**config.mk**
```make
export PLATFORM = sky130hd
export DESIGN_NAME = led_nios_sysid_ext
export DESIGN_NICKNAME = d
export VERILOG_FILES = /design/src/rtl/led_nios_sysid_ext.sv
export SDC_FILE = /design/constraint.sdc
export NUM_CORES = 1
export LEC_CHECK = 0
export ABC_AREA = 1
export CORE_ASPECT_RATIO = 1.1
export CORE_MARGIN = 2
export CORE_UTILIZATION = 45
export CTS_BUF_LIST = sky130_fd_sc_hd__clkbuf_2 sky130_fd_sc_hd__clkbuf_4 sky130_fd_sc_hd__clkbuf_8
export DETAILED_ROUTE_END_ITERATION = 8
export GPL_TIMING_DRIVEN = 0
export PLACE_DENSITY = 0.67
export SETUP_SLACK_MARGIN = 0.1
export SYNTH_ARGS = -nofsm -noshare
export SYNTH_HDL_FRONTEND = slang
export SYNTH_SLANG_ARGS = --single-unit
```
**constraint.sdc**
```tcl
create_clock -name clock -period 2 [get_ports clock]
set_input_delay 0.2 -clock clock [delete_from_list [all_inputs] [get_ports clock]]
set_output_delay 0.2 -clock clock [all_outputs]
set_load 0.005 [all_outputs]
```
**src/rtl/led_nios_sysid_ext.sv**
```systemverilog
// led_nios_sysid_ext
//   System-identification and uptime slave for the Nios II Avalon-MM data bus.
//   Returns a fixed system ID, build timestamp and user build word. Also
//   provides a byte-writable scratch register and a free-running uptime
//   counter with a coherent LO/HI readout and a sticky wrap flag.
//
// Ports
//   clock          system clock, rising edge
//   reset_n        asynchronous active-low reset
//   address[2:0]   word address
//   read, write    single-cycle access strobes
//   writedata[31:0], byteenable[3:0]  write data and byte lanes
//   readdata[31:0] registered read data, held between reads
//   readdatavalid  one-cycle pulse, one cycle after read
module led_nios_sysid_ext #(
    parameter logic [31:0] SYSTEM_ID   = 32'h5F178F7B,
    parameter logic [31:0] TIMESTAMP   = 32'h00000000,
    parameter logic [31:0] USER_WORD   = 32'h00000000,
    parameter int unsigned UPTIME_W    = 48,
    parameter logic [31:0] SCRATCH_RST = 32'h00000000
) (
    input  logic        clock,
    input  logic        reset_n,
    input  logic [2:0]  address,
    input  logic        read,
    input  logic        write,
    input  logic [31:0] writedata,
    input  logic [3:0]  byteenable,
    output logic [31:0] readdata,
    output logic        readdatavalid
);

    typedef enum logic [2:0] {
        REG_ID        = 3'd0,
        REG_TIMESTAMP = 3'd1,
        REG_USER      = 3'd2,
        REG_SCRATCH   = 3'd3,
        REG_UPTIME_LO = 3'd4,
        REG_UPTIME_HI = 3'd5,
        REG_STATUS    = 3'd6,
        REG_RESERVED  = 3'd7
    } reg_addr_t;

    localparam logic [7:0] WIDTH_CODE = 8'(UPTIME_W);

    reg_addr_t           reg_sel;
    logic [UPTIME_W-1:0] uptime;
    logic [63:0]         uptime_ext;
    logic [31:0]         hi_snap;
    logic [31:0]         scratch;
    logic [31:0]         scratch_next;
    logic [31:0]         read_mux;
    logic                wrap;
    logic                wrap_next;
    logic                rollover;

    assign reg_sel    = reg_addr_t'(address);
    assign uptime_ext = 64'(uptime);
    assign rollover   = (uptime == '1);

    always_comb begin
        read_mux = '0;
        case (reg_sel)
            REG_ID:        read_mux = SYSTEM_ID;
            REG_TIMESTAMP: read_mux = TIMESTAMP;
            REG_USER:      read_mux = USER_WORD;
            REG_SCRATCH:   read_mux = scratch;
            REG_UPTIME_LO: read_mux = uptime_ext[31:0];
            REG_UPTIME_HI: read_mux = hi_snap;
            REG_STATUS:    read_mux = {16'h0000, WIDTH_CODE, 7'b0000000, wrap};
            default:       read_mux = '0;
        endcase
    end

    always_comb begin
        scratch_next = scratch;
        if (write && reg_sel == REG_SCRATCH) begin
            for (int unsigned i = 0; i < 4; i++) begin
                if (byteenable[i]) begin
                    scratch_next[8*i +: 8] = writedata[8*i +: 8];
                end
            end
        end
    end

    // Rollover set is applied after the W1C clear so a coincident set wins.
    always_comb begin
        wrap_next = wrap;
        if (write && reg_sel == REG_STATUS && writedata[0]) begin
            wrap_next = 1'b0;
        end
        if (rollover) begin
            wrap_next = 1'b1;
        end
    end

    // A LO read latches the upper counter bits from the same pre-increment
    // value it returns, so the LO/HI pair stays consistent across rollover.
    always_ff @(posedge clock or negedge reset_n) begin
        if (!reset_n) begin
            uptime        <= '0;
            wrap          <= 1'b0;
            hi_snap       <= '0;
            scratch       <= SCRATCH_RST;
            readdata      <= '0;
            readdatavalid <= 1'b0;
        end else begin
            uptime        <= uptime + 1'b1;
            wrap          <= wrap_next;
            scratch       <= scratch_next;
            readdatavalid <= read;
            if (read) begin
                readdata <= read_mux;
                if (reg_sel == REG_UPTIME_LO) begin
                    hi_snap <= uptime_ext[63:32];
                end
            end
        end
    end

endmodule

```
Yosys cells after proc, flatten, opt, wreduce, memory -nomap -nowiden
Index checks and enable logic that the tools add are counted.
{ "totals": {"ff_bits": 130, "latchBits": 0, "ramBits": 0, "rom_bits": 0, "in_bits": 43, "out_inout_bits": 33, "wordCells": 28, "mem_count": 0} }
{ "op_classes": {"add_sub_neg": 1, "multipliers": 0, "div_mod_pow": 0, "n_lt_le_gt_ge": 0, "eq_ne": 5, "shifts": 0, "n_mux": 3, "n_bitwise": 0, "n_reduce_logical": 10} }
{ "ops": {"columns": ["op", "count"], "rows": [
  ["$pmux W32 S5", 1],
  ["$add A48 B1 Y48 const B", 1],
  ["$eq A48 B48 Y1 const B", 1],
  ["$reduce_and A2 Y1", 5],
  ["$eq A3 B3 Y1 const B", 3],
  ["$eq A3 B2 Y1 const B", 1],
  ["$logic_and A1 B1 Y1", 3],
  ["$logic_not A3 Y1", 1],
  ["$mux W1", 2],
  ["$reduce_bool A2 Y1", 1]
]} }

Logic depth before layout (Yosys ltp)
{ "logic_depth": {"ltp_word": 5, "mapped_depth": 8, "ltp_nobuf": 8} }

Worst setup path after synthesis
No wires, ideal clock.
{ "synth_timing": {"path_kind": "register to register", "startpoint": "register uptime[0]", "endpoint": "register uptime[30]", "setup_time_ps": 121, "arrival_ps": 1441, "slack_ps": 437, "path_stages_with_launch": 8, "path_buffers": 0, "period_less_slack_ps": 1563, "cell_sequence": "dfrtp_1 > ha_1 > inv_1 > nor2_2 > nand2_1 > nor2_1 > nand2_1 > xor2_1"} }
{ "synth_between": {"elab_chain_cells": 1} }
{ "synth_rtl": {"columns": ["item", "line_no", "rtl"], "rows": [
  ["start: declaration", "47", "logic [UPTIME_W-1:0] uptime;"],
  ["start signal: assignment", "108", "uptime <= uptime + 1'b1;"],
  ["$add A48 B1 Y48", "108", null]
]} }
No other way between the ends.
A chain may end at the register's enable or synchronous reset.

Final worst setup path
{ "layout_timing": {"startpoint": "register uptime[0]", "endpoint": "register uptime[32]"} }
The elaborated chain is that of the path after synthesis.

==> impl_metrics.toml <==
[sta]
rsz0062_at_grt = "false"
final_max_slew_viol_count = 0
final.min_clock_period_ps = 1750
setup_viol = 0
max_freq_mhz = 572
slew_headroom_pct = 67.8
fin_crit_sh_pct = 87.5
holdWs_ps = 125
fin_skew_ps = 9.16
hold_viol = 0
worst_pin_slew_ps = 483

[synth]
synthCells = 829
yosys_warnings = 0
syn_area_per_cell_um2 = 7.60
syn_area_mm2 = 0.00630
yosysSeqAreaShare_pct = 51.6
synthDistinctLibCells = 22
ys_ff_latch = 130
syn_nets = 873

[critical_path]
critPathMaxStageDelay_ps = 430
cp.depth = 7
cp.arrival_ps = 2080
critical_path_required_ps = 2330
worst_setup_path_start_kind = "flop"
end_kind = "flop"
crit_fanout = 6
crit_chain = "ha_2 > inv_1 > nor2_2 > nand2_1 > nor2_2 > nand2_1 > xor2_1"
slowest_stage = "dfrtp_2"
path_class = "reg2reg"
r2r_cells = 7
worst-path-buf-inv = 1
cpLargestDelayFamily = "simple AND/OR/NAND/NOR gates"

[clock_tree]
numCtsBuffers = 17
clk_latency_ps = 450
cts_setup_buffers = 0
h-tree-depth = 4
cts_root_buf = "clkbuf_8"
cts_tree = "yes"
clk_pin_slew_worst_paths_ps = 70
cts_sinks = 130
clock_path_buffers = 2

[final_layout]
area_growth_pct = 22.9
drive_gt1_share_pct = 6.42
design_area_mm2 = 0.00774
nets = 965
antenna-diode-count = 0
utilization_pct = 56.4

[global_route]
grt_pass1_wl_mm = 27.3
grt_overflow = 0
antenna_found_initial = 0
grt_max_degree = 95
first_global_vias = 5341
grtUsageTotal_pct = 24.4

[power_and_ir_drop]
swShare_pct = 24.1
p_clk_share_pct = 41.6
p_comb_share_pct = 9.1
switchingPower_uw = 1440
intPower_uw = 4540
p_seq_share_pct = 49.3
leakagePower_uw = 0.00350
power.total_uw = 5980
powerDensity_mw_per_mm2 = 772
irDropWorstVdd_mv = 0.420

[placed_design]
gp_congestion = 0.977
dp_hpwl_mm = 13.5
dpl_cell_area_mm2 = 0.00728
port_buffers = 71

[route]
viasPerCell = 4.92
drt.antenna.violating_nets = 0
dr.pass1.iters = 5
vias = 5519
wl_mm = 17.4
drc = 0
dr.first_iter.drc_count = 612
wire_per_inst_um = 15.5

[die]
start_util_pct = 45.9
core_mm2 = 0.0137
dieArea_mm2 = 0.0150
die_x_um = 117
die_h_um = 128
io_pins = 76
rows = 45

[job]
max_cap_viol_count = 0

[hold_path]
holdPathStages = 3
hold_path_class = "in2reg"

[status]
status = "completed"
[flip-flops by register name, indices dropped and copies added (netlist names)]
signal / count
hi_snap: 16
readdata: 32
readdatavalid: 1
scratch: 32
uptime: 48
wrap: 1
[worst register-to-register path: cells and delay by family, from the launching register on]
family	cells	cell delay (ps)
adders and majority gates	1	250
xor gates and xnor gates	1	140
buffers and inverters	1	80
and+or+nand+nor	4	740
DFF	1	430
[area by class of cell]
cell class	count	area, um^2
clock inverter	10	156
fill	1336	5990
tap	188	235
multi-input combinational	625	2770
clock buffer	22	284
timing repair buffer	73	749
sequential	130	3250
inverter	50	188
buffer	24	110
[stage by stage]
step                      setup WS (ps)  setup TNS [ps]  std cells
after floorplan                     437               0        829
after global placement            -4430         -575570       1088
after detailed placement          -66.0            -577       1089
after CTS                          81.9               0       1122
after global routing                104               0       1122
final                               251               0       1122
[cell usage after synthesis]
cell	instances	share of area (%)
nand2_1	379	23
o211ai_1	8	0.95
xor2_1	25	3.5
nand2_2	1	0.099
dfrtp_1	130	52
nor3_1	1	0.079
buf_2	7	0.56
nor2_2	4	0.40
inv_1	47	2.8
nor2_1	83	4.9
clkbuf_1	12	0.71
o21ai_1	7	0.56
inv_2	3	0.18
ha_1	1	0.20
nor2_4	2	0.36
nor3_2	1	0.16
nand4_1	27	2.7
xnor2_1	6	0.83
nand3_1	58	4.6
buf_1	2	0.12
buf_4	3	0.36
o21ai_0	22	1.7
[path summary, 6_finish.rpt]
path | from | end | slack (ps)
setup / recovery | uptime[0] | uptime[32] | 250
setup reg to reg | uptime[0] | uptime[32] | 250
hold / removal | byteenable[3] | scratch[27] | 120
min in group asynchronous | reset_n | uptime[37] | 210
max in group asynchronous | reset_n | readdata[13] | 1010
hold reg to reg | scratch[30] | scratch[30] | 470
[per-layer routing]
| layer | global-route usage [%] | share of wire [%] | vias to the layer above | wire length, um |
|---|---|---|---|---|
| li1 | - | - | 2796 | - |
| met1 | 33.5 | 47 | 2561 | 8130 |
| met2 | 38.3 | 46 | 135 | 8000 |
| met3 | 4.30 | 4.4 | 27 | 774 |
| met4 | 10.2 | 2.9 | 0 | 501 |
| met5 | 0 | 0 | - | 0 |
[power by group through the flow]
stage               combinational [uW]  sequential, uW  clock [uW]
finish                             541            2950        2490
CTS                                549            2940        2510
global placement                   523            2990           0
floorplan                          240            2950           0
detailed placement                 545            2990           0
global route                       620            2970        2620
[kinds of logic (layout without fill, tap and decap cells)]
| kind of cell | after synthesis | in the layout | share of synthesized area (%) |
|---|---|---|---|
| and+or+nand+nor | 556 | 556 | 35.9 |
| DFF | 130 | 130 | 51.6 |
| buffers and inverters | 74 | 179 | 4.72 |
| AOI/OAI and AO/OA | 37 | 37 | 3.26 |
| xor gates and xnor gates | 31 | 31 | 4.31 |
| adders and majority gates | 1 | 1 | 0.198 |
[cells in the final DEF (no fill, tap or decap), types with 2 or more instances in the layout]
cell type	netlist	final
buf_1	2	2
xnor2_1	6	6
nor2_4	2	3
clkbuf_8	0	19
bufinv_16	0	4
o21ai_1	7	7
clkinv_2	0	4
buf_2	7	7
clkbuf_1	12	12
clkdlybuf4s50_1	0	70
nand3_1	58	58
xor2_1	25	25
inv_1	47	47
clkbuf_4	0	3
nor2_2	4	5
buf_4	3	3
nand4_1	27	27
o211ai_1	8	8
nand2_2	1	2
nor2_1	83	81
inv_2	3	3
o21ai_0	22	22
nand2_1	379	378
dfrtp_1	130	129
[what timing repair did]
item | in CTS | in global routing
endpoints found under the hold margin | 36 | 0
gates cloned | 0 | 0
endpoints found under the setup margin | 3 | 11
resized for setup | 3 | 3
hold buffers | 1 | 0
Note: power is estimated with default switching activity, not from simulation.
==> variant (same settings) <==
`UPTIME_W`: 48 -> 96.
--- a/src/rtl/led_nios_sysid_ext.sv
+++ b/src/rtl/led_nios_sysid_ext.sv
@@ -16,7 +16,7 @@
     parameter logic [31:0] SYSTEM_ID   = 32'h5F178F7B,
     parameter logic [31:0] TIMESTAMP   = 32'h00000000,
     parameter logic [31:0] USER_WORD   = 32'h00000000,
-    parameter int unsigned UPTIME_W    = 48,
+    parameter int unsigned UPTIME_W    = 96,
     parameter logic [31:0] SCRATCH_RST = 32'h00000000
 ) (
     input  logic        clock,
Check against the original RTL: not equivalent (Yosys sat finds a counterexample within 4 cycles, from zero or initial values and one cycle with reset_n low).
==> variant against the original RTL <==
  * Sequential share of layout area down 1.6 points
  * Synthesized area up 63%
  * Final area up 55%
  * Wire length up 81%
  * Clock skew up 13 ps
  * Setup slack worse by 63 ps
  * Power up 28%
  * Sequential cell count up 64
  * Maximum frequency down 3.5%
  * Largest cell class is now multi-input combinational cells
  * Largest power group unchanged
==> variant: results (changes against the original RTL) <==
[routing]
drtIter0Drc = 609  ; -0.49%
wl_per_cell_um = 18.1  ; +17%
wl_um = 31500  ; +81%
first_pass_iters = 5  ; unchanged
via_count = 8765  ; +59%

[place]
placed_cells = 1697  ; +56%
gp_congestion = 0.973  ; -0.39%
numPortBuffers = 75  ; +5.6%
post-dp-hpwl_um = 25500  ; +89%
pre_cts_slack_ps = -265  ; -199 ps

[synthesis]
netlist_area_mm2 = 0.0103  ; +63%
syn_nets = 1365  ; +56%
synth_warnings = 0  ; unchanged
synthTopCellsByArea = dfrtp_1, nand2_1, nor2_1
synth_common_cells = nand2_1, nor2_1, dfrtp_1
ys_types = 33  ; +50%
yosysSeqAreaShare_pct = 47.1  ; -4.5 points
syn_area_per_cell_um2 = 7.80  ; +2.6%

[power_and_ir_drop]
p_switching_mw = 2.07  ; +44%
p_comb_share_pct = 8.7  ; -0.4 points
finalPower_mw = 7.67  ; +28%
p_leak_nw = 5.28  ; +51%
irDropWorstVdd_uv = 370  ; -12%
powerClk_mw = 2.75  ; +10%

[grt]
grt_pass1_wl_um = 48900  ; +79%
grtUsageTotal_pct = 27.1  ; +2.7 points
grt_max_degree = 107  ; +13%
first_global_vias = 8590  ; +61%

[timing]
slew_headroom_pct = 53.2  ; -15 points
finClkSkew_ps = 22.2  ; +13.0 ps

[clock_network]
clk_pin_slew_ps = 120  ; +50 ps
clockBufferDepth = 2  ; unchanged
clock_latency_ps = 480  ; +30 ps
numCtsBuffers = 17  ; unchanged
clockRootBuffer = clkbuf_8

[cells_and_area]
diodes = 0  ; unchanged
largest_register_ff_count = 96  ; +100%
fill_cells = 2255  ; +69%
nets = 1470  ; +52%
drive_gt1_share_pct = 12.4  ; +6.0 points

[critical_path]
critPathMaxFanout = 5  ; -1
arrival_ps = 2230  ; +150 ps

[status]
status = completed

-- variant: cell type report --
class / count / share of cell area (%)
Multi-Input combinational cell: 1021 / 42.0
Sequential cell: 194 / 40.4
Timing Repair Buffer: 86 / 7.15
Tap cell: 300 / 3.12
Inverter: 86 / 2.70
Clock buffer: 18 / 2.06
Clock inverter: 14 / 1.51
Buffer: 20 / 1.01
-- variant: kinds of logic after synthesis --
logic type	share of synthesized area, %
buffers and inverters	4.34
DFF	47.1
xor gates and xnor gates	5.27
and+or+nand+nor	34.3
adders and majority gates	0.121
AOI/OAI and AO/OA	3.29
muxes	5.50
-- variant: path summary, 6_finish.rpt --
path,start,end,slack [ps],cells past startpoint
setup / recovery,uptime[0],wrap,190,9
hold / removal,read,readdatavalid,170,1
setup reg to reg,uptime[0],wrap,190,9
hold reg to reg,uptime[95],uptime[95],490,2
max in group asynchronous,reset_n,uptime[24],670,3
min in group asynchronous,reset_n,scratch[2],310,2
-- variant: per-stage QoR --
stage          area [um2]  hold WS (ps)
4_1_cts             11900           156
2_1_floorplan       10300         -95.6
6_report            12000           169
5_1_grt             12000           152
3_5_place_dp        11500           268
3_3_place_gp        11400           456
-- variant: repair_timing --
action	in CTS	in global routing
hold endpoints to repair	88	0
pin swaps	0	3
buffers inserted	0	9
endpoints found under the setup margin	15	18
hold buffers	1	0
gates resized for setup	9	16
-- variant: worst max-delay path: stages, from the launching register on --
cell and delay (ps):
dfrtp_1 450, ha_4 220, inv_2 60, nor2_4 180, nand2_4 110, nor2_4 180
nand2_2 100, nor2_2 190, nand3_2 170, nand2_1 90
-- variant: per-layer routing --
layer	wire length, um	part of all wire, %	vias to the layer above	track usage, %
met2	15300	48	229	45.8
met1	14000	44	4148	35.9
met3	1150	3.6	54	3.45
met5	0	0	-	0
met4	1090	3.5	0	10.0
li1	-	-	4334	-
